**config.mk**
```make
export PLATFORM = sky130hd
export DESIGN_NAME = character_physics
export DESIGN_NICKNAME = d
export VERILOG_FILES = /design/src/rtl/physics_pkg.sv /design/src/rtl/physics_axis.sv /design/src/rtl/character_physics.sv
export SDC_FILE = /design/constraint.sdc
export NUM_CORES = 1
export LEC_CHECK = 0
export CAP_MARGIN = 0
export CORE_MARGIN = 1.5
export CORE_UTILIZATION = 54
export DETAILED_ROUTE_END_ITERATION = 8
export MAX_ROUTING_LAYER = met4
export PLACE_DENSITY = 0.82
export SYNTH_ARGS = -nofsm -noshare
export SYNTH_HDL_FRONTEND = slang
export SYNTH_SLANG_ARGS = --single-unit
```
**constraint.sdc**
```tcl
create_clock -name clock -period 5.2 [get_ports clock]
set_input_delay 0.78 -clock clock [delete_from_list [all_inputs] [get_ports clock]]
set_output_delay 0.78 -clock clock [all_outputs]
set_load 0.005 [all_outputs]
```
**src/rtl/physics_pkg.sv**
```systemverilog
// Shared types and field helpers for the fighter motion engine.
// Positions and sizes pack two 16-bit fields into one 32-bit word.
package physics_pkg;

    typedef enum logic [1:0] {
        S_IDLE,
        S_INTEGRATE,
        S_SETTLE,
        S_RESOLVE
    } state_t;

    localparam int COLL_L = 3;
    localparam int COLL_R = 2;
    localparam int COLL_B = 1;
    localparam int COLL_T = 0;

    localparam int VEL_W = 8;
    localparam int POS_W = 16;

    function automatic logic [POS_W-1:0] hi_field(input logic [31:0] v);
        return v[31:16];
    endfunction

    function automatic logic [POS_W-1:0] lo_field(input logic [31:0] v);
        return v[15:0];
    endfunction

endpackage

```
**src/rtl/physics_axis.sv**
```systemverilog
// One axis of motion: signed velocity added to an unsigned position,
// clamped into [lo, hi], optionally killing velocity at the low bound.
module physics_axis
    import physics_pkg::*;
(
    input  logic [POS_W-1:0]        pos,
    input  logic signed [VEL_W-1:0] vel,
    input  logic signed [17:0]      lo,
    input  logic signed [17:0]      hi,
    input  logic                    zero_on_lo,
    output logic [POS_W-1:0]        result,
    output logic signed [VEL_W-1:0] vel_out
);

    logic signed [17:0] sum;

    // 18 bits so a full-range position plus velocity cannot wrap
    assign sum = $signed({2'b00, pos}) + $signed({{10{vel[VEL_W-1]}}, vel});

    always_comb begin
        result  = sum[POS_W-1:0];
        vel_out = vel;
        if (sum < lo) begin
            result = lo[POS_W-1:0];
            if (zero_on_lo)
                vel_out = '0;
        end else if (sum > hi) begin
            result = hi[POS_W-1:0];
        end
    end

endmodule

```
**src/rtl/character_physics.sv**
```systemverilog
// Per-frame fighter motion: integrate controls and gravity, wait for the
// collision block to see the candidate position, then resolve contacts.
module character_physics
    import physics_pkg::*;
#(
    parameter int GRAVITY   = 1,
    parameter int MAX_FALL  = 8,
    parameter int JUMP_VEL  = 10,
    parameter int RUN_SPEED = 3,
    parameter int MAX_JUMPS = 2,
    parameter int SPAWN_X   = 300,
    parameter int SPAWN_Y   = 100,
    parameter int SCREEN_W  = 640,
    parameter int SCREEN_H  = 480
) (
    input  logic        clock,
    input  logic        reset,
    input  logic        frame_tick,
    input  logic        move_left,
    input  logic        move_right,
    input  logic        jump_btn,
    input  logic [31:0] char_size,
    input  logic [31:0] stage_pos,
    input  logic [3:0]  coll,
    output logic [31:0] char_pos,
    output logic [7:0]  vel_x,
    output logic [7:0]  vel_y,
    output logic        grounded,
    output logic        update_done,
    output logic        ko,
    output logic        overrun
);

    localparam logic signed [7:0] GRAV_V = 8'(GRAVITY);
    localparam logic signed [7:0] FALL_V = 8'(MAX_FALL);
    localparam logic signed [7:0] JUMP_V = 8'(JUMP_VEL);
    localparam logic signed [7:0] RUN_V  = 8'(RUN_SPEED);
    localparam logic [1:0]  JMAX  = 2'(MAX_JUMPS);
    localparam logic [15:0] SPX   = 16'(SPAWN_X);
    localparam logic [15:0] SPY   = 16'(SPAWN_Y);
    localparam logic [15:0] SCR_H = 16'(SCREEN_H);

    state_t state, next_state;

    logic [15:0] x_q, y_q, px_q, py_q;
    logic signed [7:0] vx_q, vy_q;
    logic [1:0] jumps_left;
    logic grounded_q;
    logic left_q, right_q, jreq_q;
    logic jump_d, jump_pend, jump_rise;

    logic signed [7:0] int_vx, int_vy, ax_vel, ay_vel;
    logic [15:0] ax_res, ay_res;
    logic signed [17:0] x_span, x_hi;
    logic jump_ok;
    logic land, hit_top, side, is_ko;
    logic unused_stage_x;

    assign unused_stage_x = ^hi_field(stage_pos);
    assign jump_rise = jump_btn & ~jump_d;

    always_ff @(posedge clock or posedge reset) begin
        if (reset)
            state <= S_IDLE;
        else
            state <= next_state;
    end

    always_comb begin
        next_state = state;
        unique case (state)
            S_IDLE:      if (frame_tick) next_state = S_INTEGRATE;
            S_INTEGRATE: next_state = S_SETTLE;
            S_SETTLE:    next_state = S_RESOLVE;
            S_RESOLVE:   next_state = S_IDLE;
            default:     next_state = S_IDLE;
        endcase
    end

    always_comb begin
        int_vx = '0;
        if (left_q && !right_q)
            int_vx = -RUN_V;
        else if (right_q && !left_q)
            int_vx = RUN_V;
        jump_ok = jreq_q && (jumps_left != 2'd0);
        int_vy  = vy_q;
        if (jump_ok)
            int_vy = -JUMP_V;
        else if (!grounded_q)
            int_vy = (vy_q >= FALL_V - GRAV_V) ? FALL_V : vy_q + GRAV_V;
    end

    // A sprite wider than the screen pins to x = 0
    assign x_span = 18'(SCREEN_W) - $signed({2'b00, hi_field(char_size)});
    assign x_hi   = (x_span < 18'sd0) ? 18'sd0 : x_span;

    physics_axis u_axis_x (
        .pos        (x_q),
        .vel        (int_vx),
        .lo         (18'sd0),
        .hi         (x_hi),
        .zero_on_lo (1'b0),
        .result     (ax_res),
        .vel_out    (ax_vel)
    );

    physics_axis u_axis_y (
        .pos        (y_q),
        .vel        (int_vy),
        .lo         (18'sd0),
        .hi         (18'sh0FFFF),
        .zero_on_lo (1'b1),
        .result     (ay_res),
        .vel_out    (ay_vel)
    );

    assign is_ko   = y_q >= SCR_H;
    assign land    = coll[COLL_B] && !vy_q[7];
    assign hit_top = coll[COLL_T] && vy_q[7];
    assign side    = (coll[COLL_L] && vx_q < 8'sd0)
                  || (coll[COLL_R] && vx_q > 8'sd0);

    always_ff @(posedge clock or posedge reset) begin
        if (reset) begin
            x_q <= SPX; y_q <= SPY;
            px_q <= SPX; py_q <= SPY;
            vx_q <= '0; vy_q <= '0;
            grounded_q <= 1'b0;
            jumps_left <= JMAX;
            left_q <= 1'b0; right_q <= 1'b0; jreq_q <= 1'b0;
            jump_d <= 1'b0; jump_pend <= 1'b0;
            update_done <= 1'b0; ko <= 1'b0; overrun <= 1'b0;
        end else begin
            update_done <= 1'b0;
            ko          <= 1'b0;
            overrun     <= frame_tick && (state != S_IDLE);
            jump_d      <= jump_btn;
            if (state == S_IDLE && frame_tick) begin
                left_q    <= move_left;
                right_q   <= move_right;
                jreq_q    <= jump_pend | jump_rise;
                jump_pend <= 1'b0;
            end else if (jump_rise) begin
                jump_pend <= 1'b1;
            end
            case (state)
                S_INTEGRATE: begin
                    vx_q <= ax_vel;
                    vy_q <= ay_vel;
                    px_q <= x_q;
                    py_q <= y_q;
                    x_q  <= ax_res;
                    y_q  <= ay_res;
                    if (jump_ok) begin
                        jumps_left <= jumps_left - 2'd1;
                        grounded_q <= 1'b0;
                    end
                end
                S_RESOLVE: begin
                    update_done <= 1'b1;
                    if (is_ko) begin
                        x_q <= SPX; y_q <= SPY;
                        vx_q <= '0; vy_q <= '0;
                        grounded_q <= 1'b0;
                        jumps_left <= JMAX;
                        ko <= 1'b1;
                    end else begin
                        if (land) begin
                            y_q <= lo_field(stage_pos) - lo_field(char_size);
                            vy_q <= '0;
                            grounded_q <= 1'b1;
                            jumps_left <= JMAX;
                        end else if (hit_top) begin
                            y_q  <= py_q;
                            vy_q <= '0;
                        end
                        if (side) begin
                            x_q  <= px_q;
                            vx_q <= '0;
                        end
                        if (!land && grounded_q && !coll[COLL_B])
                            grounded_q <= 1'b0;
                    end
                end
                default: ;
            endcase
        end
    end

    assign char_pos = {x_q, y_q};
    assign vel_x    = vx_q;
    assign vel_y    = vy_q;
    assign grounded = grounded_q;

endmodule
```
==> flow_summary.ini, run 1 <==
[detailed_routing]
route.detailed.vias_per_inst = 5.94
antenna_left = 0
drt-initial-drc-count = 609
detailedRoute.firstPassIterationCount = 5
wire_per_inst_um = 16.9
via_total_after_detailed_routing = 6471
routed_wirelength_um = 18500
drc_errors = 0

[cts]
numClockSinks = 88
cts-buffers-inserted = 9
root_buffer = clkbuf_16
cts.repair_timing.setup_buffer_count = 0
insertion_delay_ns = 0.35
ctsLongestPathBuffers = 2
cts.reportedPaths.clkPinSlew_ns = 0.06
clock_tree.htree_level_count = 3
tritoncts = yes
cts.hold.buffers_added = 0

[synthesis]
ys.warnings.count = 0
synth.cell_area_mm2 = 0.00711
synthTopCellsByArea = dfrtp_1, ha_1, dfstp_2, mux2_2, nand2_1
postSynthAreaPerCell_um2 = 8.81
cell_count_after_synthesis = 807
synth_common_cells = ha_1, dfrtp_1, nand2_1
ys_dominant_reg_cell = dfrtp_1
ys_seq_area_frac = 0.312
synth_seq_cells = 88
synthMostInstantiatedCell = ha_1
synth_enable_flop_cells = 0
netlist.top_cell.by_area = dfrtp_1
synth_cell_types = 74
asyncSetResetFlopFracSynth = 1.00
synth_top_area_share = 0.257

[sta]
finalWorstPathRequiredPeriod_ns = 4.88
drv_slew = 0
fmax_mhz = 205
fin_ws_ns = 0.324
rsz_0062_raised_after_global_routing = no
fin_tns_setup_ns = 0
holdWs_ns = 0.495
post_route_clock_skew_ns = 0.00853
worstMarginPinSlew_ns = 0.986
timing.max_slew.rel_slack = 0.342
count_of_endpoints_failing_setup_in_the_final_report = 0
final-hold-violation-count = 0
min_period_over_period = 0.938

[min_path]
timing.hold.worst.class = reg2reg
hold_path_startpoint = y_q[6]

[status]
run_status = complete, no violations

[global_route]
first_global_vias = 6216
wire_length_of_the_first_global_routing_pass_um = 31300
initial_antenna_violation_count = 0
grt_overflow_total = 0
gr-usage-all-layers = 0.285
grt_start_max_net_pins = 58

[cells_and_area]
layout-drive-gt1-share = 0.100
layout_filler_cell_count = 1086
nNetsFinal = 1066
synthToLayoutAreaGrowth_pct = 22.7
ant_diodes = 0
final_util = 0.686

[die]
io_pins = 126
dieHeight_um = 118
dieArea_mm2 = 0.0139
die-width_um = 118
rows = 41
design.core.area_mm2 = 0.0127
initial_utilization = 0.559

[setup_path]
critPathLaunchType = register
cp_data_required_time_ns = 5.46
crit_path_max_fanout = 11
r2r-start = left_q
worstSetupStartpoint = left_q
setup.worst_path.class = reg2reg
critical_path_arrival_ns = 5.14
end_kind = register

[run]
cap_violations = 0

[place]
port_buffers = 109
pre_cts_ws_ns = 0.171
finalWeightedCongestion = 0.927
dp_hpwl_um = 13700
[metrics by stage]
step	cell area, um2	instances
after floorplan	7120	809
after global placement	8390	1074
after detailed placement	8390	1074
after CTS	8700	1090
after global routing	8720	1090
final	8720	1090
[layer usage]
| layer | wire, um | global-route usage |
|---|---|---|
| met4 | 398 | 0.0869 |
| met5 | 0 | - |
| met3 | 1200 | 0.0412 |
| met1 | 8730 | 0.405 |
| met2 | 8140 | 0.425 |
[worst max-delay path, cell delays in order, from the launching register on]
cell and delay [ns]:
dfrtp_1 0.39, inv_1 0.06, ha_1 0.37, inv_1 0.06
ha_1 0.22, fa_1 0.46, a211oi_2 0.27, nor2_2 0.11
o22ai_4 0.16, nor2b_1 0.09, o21a_1 0.18, nor2_1 0.13
xnor2_1 0.19, ha_1 0.19, a211o_1 0.12, o211ai_1 0.09
a21oi_2 0.19, a2111oi_0 0.10, or2_2 0.38, a21oi_4 0.18
nor2_2 0.07, buf_4 0.17, or3_1 0.38, a41oi_1 0.21
[kinds of logic after synthesis]
logic type,count (synthesis),share of synthesized area
buf+inv,88,0.0509
other cells,1,0.000527
simple gates,236,0.156
xor+xnor,45,0.0554
mux,38,0.0595
fa+ha+maj,79,0.142
flops,88,0.312
compound gates,232,0.223
[registers in the layout, indices dropped and copies added (netlist names)]
| register | flops |
|---|---|
| grounded | 1 |
| jreq_q | 1 |
| jump_d | 1 |
| jump_pend | 1 |
| jumps_left | 2 |
| ko | 1 |
| left_q | 1 |
| overrun | 1 |
| px_q | 16 |
| py_q | 16 |
| right_q | 1 |
| state | 2 |
| update_done | 1 |
| vel_x | 3 |
| vel_y | 8 |
| x_q | 16 |
| y_q | 16 |
[path summary, 6_finish.rpt]
kind,to,slack (ns),cells after the start
hold reg to reg,y_q[6],0.49,2
hold / removal,y_q[6],0.49,2
max in group asynchronous,y_q[5],3.24,3
min in group asynchronous,state[1],0.96,2
setup reg to reg,x_q[9],0.32,23
setup / recovery,x_q[9],0.32,23
[layout by cell type, fill, tap and decap left out, drive strengths merged, types with 9 or more instances in the layout]
cell type        n
clkbuf          13
nor2            66
o21a             9
buf             13
a21oi           53
ha              76
nand3           14
mux2            34
clkdlybuf4s50  109
dfrtp           73
nor2b           10
dfstp           15
a211oi          11
a21o            16
nand4           10
xor2            16
nor3            21
o21ai           56
nand2           73
inv             58
nand2b          10
xnor2           29
[repair_timing]
item	in CTS	in global routing
hold endpoints to repair	0	0
gates resized for setup	0	4
endpoints found under the setup margin	0	10
[area by class of cell]
cell class / count / area, um2 / share of cell area
inverters: 59 / 223 / 0.0255
well taps: 172 / 215 / 0.0247
clock inverters: 3 / 67.6 / 0.00775
repair buffers: 122 / 1190 / 0.136
clock buffers: 13 / 240 / 0.0275
flip-flops and latches: 88 / 2220 / 0.255
multi-input cells: 633 / 4570 / 0.524
Power of run 1 is left out: the tool's default activity adds up to more than one toggle a clock period on the data nets, which glitch-free logic cannot reach.
==> run 2, diff against run 1 <==
--- a/config.mk
+++ b/config.mk
@@ -8,6 +8,7 @@
 export CAP_MARGIN = 0
 export CORE_MARGIN = 1.5
 export CORE_UTILIZATION = 54
+export CTS_BUF_LIST = sky130_fd_sc_hd__clkbuf_16
 export DETAILED_ROUTE_END_ITERATION = 8
 export MAX_ROUTING_LAYER = met4
 export PLACE_DENSITY = 0.82
==> flow_summary.ini, run 2 (same netlist as run 1, synthesis figures left out) <==
[cts]
numClockSinks = 88
cts.reportedPaths.clkPinSlew_ns = 0.06
cts.repair_timing.setup_buffer_count = 0
clock_tree.htree_level_count = 3
cts.hold.buffers_added = 0
root_buffer = clkbuf_16
cts-buffers-inserted = 9
insertion_delay_ns = 0.35
cts_resized = 0
tritoncts = yes
ctsLongestPathBuffers = 2

[cells_and_area]
finish.instance_area_mm2 = 0.00872
layout-drive-gt1-share = 0.100
synthToLayoutAreaGrowth_pct = 22.7
nNetsFinal = 1066
final_cell_mix = clkdlybuf4s50_1, ha_1, nand2_1, dfrtp_1, nor2_1
layout_filler_cell_count = 1086
instances_no_fill = 1090
mostFrequentLayoutCell = clkdlybuf4s50_1
ant_diodes = 0

[status]
run_status = complete, no violations

[setup_path]
critPathLaunchType = register
crit_path_max_fanout = 11
setup.worst_path.class = reg2reg
worstSetupStartpoint = left_q
worst-r2r-cell-count = 23
end_kind = register
cp_data_required_time_ns = 5.46
critical_path_arrival_ns = 5.11
r2r-start = left_q

[min_path]
timing.hold.worst.class = reg2reg
min_path_cells = 2
hold_path_startpoint = y_q[6]

[detailed_routing]
drt-initial-drc-count = 608
route.detailed.vias_per_inst = 5.96
wire_per_inst_um = 17.0
via_total_after_detailed_routing = 6491
drc_errors = 0
detailedRoute.firstPassIterationCount = 5
antenna_left = 0
routed_wirelength_um = 18500

[global_route]
gr-usage-all-layers = 0.285
grt_overflow_total = 0
grt.met3_usage = 0.0412
initial_antenna_violation_count = 0
wire_length_of_the_first_global_routing_pass_um = 31300
grt_util_met2 = 0.425
met1_grt_util = 0.405
grt_start_max_net_pins = 58
first_global_vias = 6216
globalRoute.busiestLayer = met2

[place]
post_detailed_placement_cell_area_mm2 = 0.00839
port_buffers = 109
finalWeightedCongestion = 0.927
pre_cts_ws_ns = 0.171
dp.cells = 1074
dp_hpwl_um = 13700

[sta]
min_period_over_period = 0.932
final-hold-violation-count = 0
rsz_0062_raised_after_global_routing = no
worstMarginPinSlew_ns = 0.988
fin_ws_ns = 0.352
timing.max_slew.rel_slack = 0.341
finalWorstPathRequiredPeriod_ns = 4.85
drv_slew = 0
fin_tns_setup_ns = 0
post_route_clock_skew_ns = 0.0111
fmax_mhz = 206
count_of_endpoints_failing_setup_in_the_final_report = 0

[die]
design.core.area_mm2 = 0.0127
dieHeight_um = 118
die-width_um = 118
rows = 41
dieArea_mm2 = 0.0139
initial_utilization = 0.559
io_pins = 126

[run]
cap_violations = 0
==> run 2: cell types whose count changed in the layout (fill, tap and decap cells not counted) <==
cell      change
clkbuf_1      -4
inv_1         +4
==> run 2: critical path, cell delays in order, from the launching register on <==
cell	delay (ns)
dfrtp_1	0.39
inv_1	0.06
ha_1	0.36
inv_1	0.06
ha_1	0.22
fa_1	0.46
a211oi_2	0.27
nor2_2	0.10
o22ai_4	0.16
nor2b_1	0.09
o21a_1	0.18
nor2_1	0.13
xnor2_1	0.19
ha_1	0.20
a211o_1	0.12
o211ai_1	0.09
a21oi_2	0.19
a2111oi_0	0.09
or2_2	0.37
a21oi_4	0.18
nor2_2	0.07
buf_4	0.17
or3_1	0.38
a41oi_1	0.21
==> run 2: final timing paths <==
kind                       slack [ns]  endpoint
max                              0.35    x_q[9]
min                              0.49    y_q[6]
max reg2reg                      0.35    x_q[9]
min reg2reg                      0.49    y_q[6]
max in group asynchronous        3.24   px_q[8]
min in group asynchronous        0.96  state[1]
==> run 2: final cells by class <==
class / instances / area, um2 / share of cell area
Timing Repair Buffer: 122 / 1190 / 0.136
Clock buffer: 9 / 225 / 0.0258
Inverter: 59 / 223 / 0.0255
Sequential cell: 88 / 2220 / 0.255
Tap cell: 172 / 215 / 0.0247
Multi-Input combinational cell: 633 / 4570 / 0.524
Clock inverter: 7 / 82.6 / 0.00947
==> run 2: through the flow <==
step           hold WS [ns]  utilization
2_1_floorplan         0.465            -
3_5_place_dp          0.489        0.660
3_3_place_gp          0.487        0.660
5_1_grt               0.521        0.686
4_1_cts               0.498        0.684
6_report              0.494        0.686
==> run 2: routing by layer <==
layer | part of all wire | vias to the layer above
li1 | - | 3143
met1 | 0.47 | 3100
met2 | 0.44 | 224
met3 | 0.063 | 24
met4 | 0.022 | 0
met5 | 0 | -
Power of run 2 is left out for the same reason.
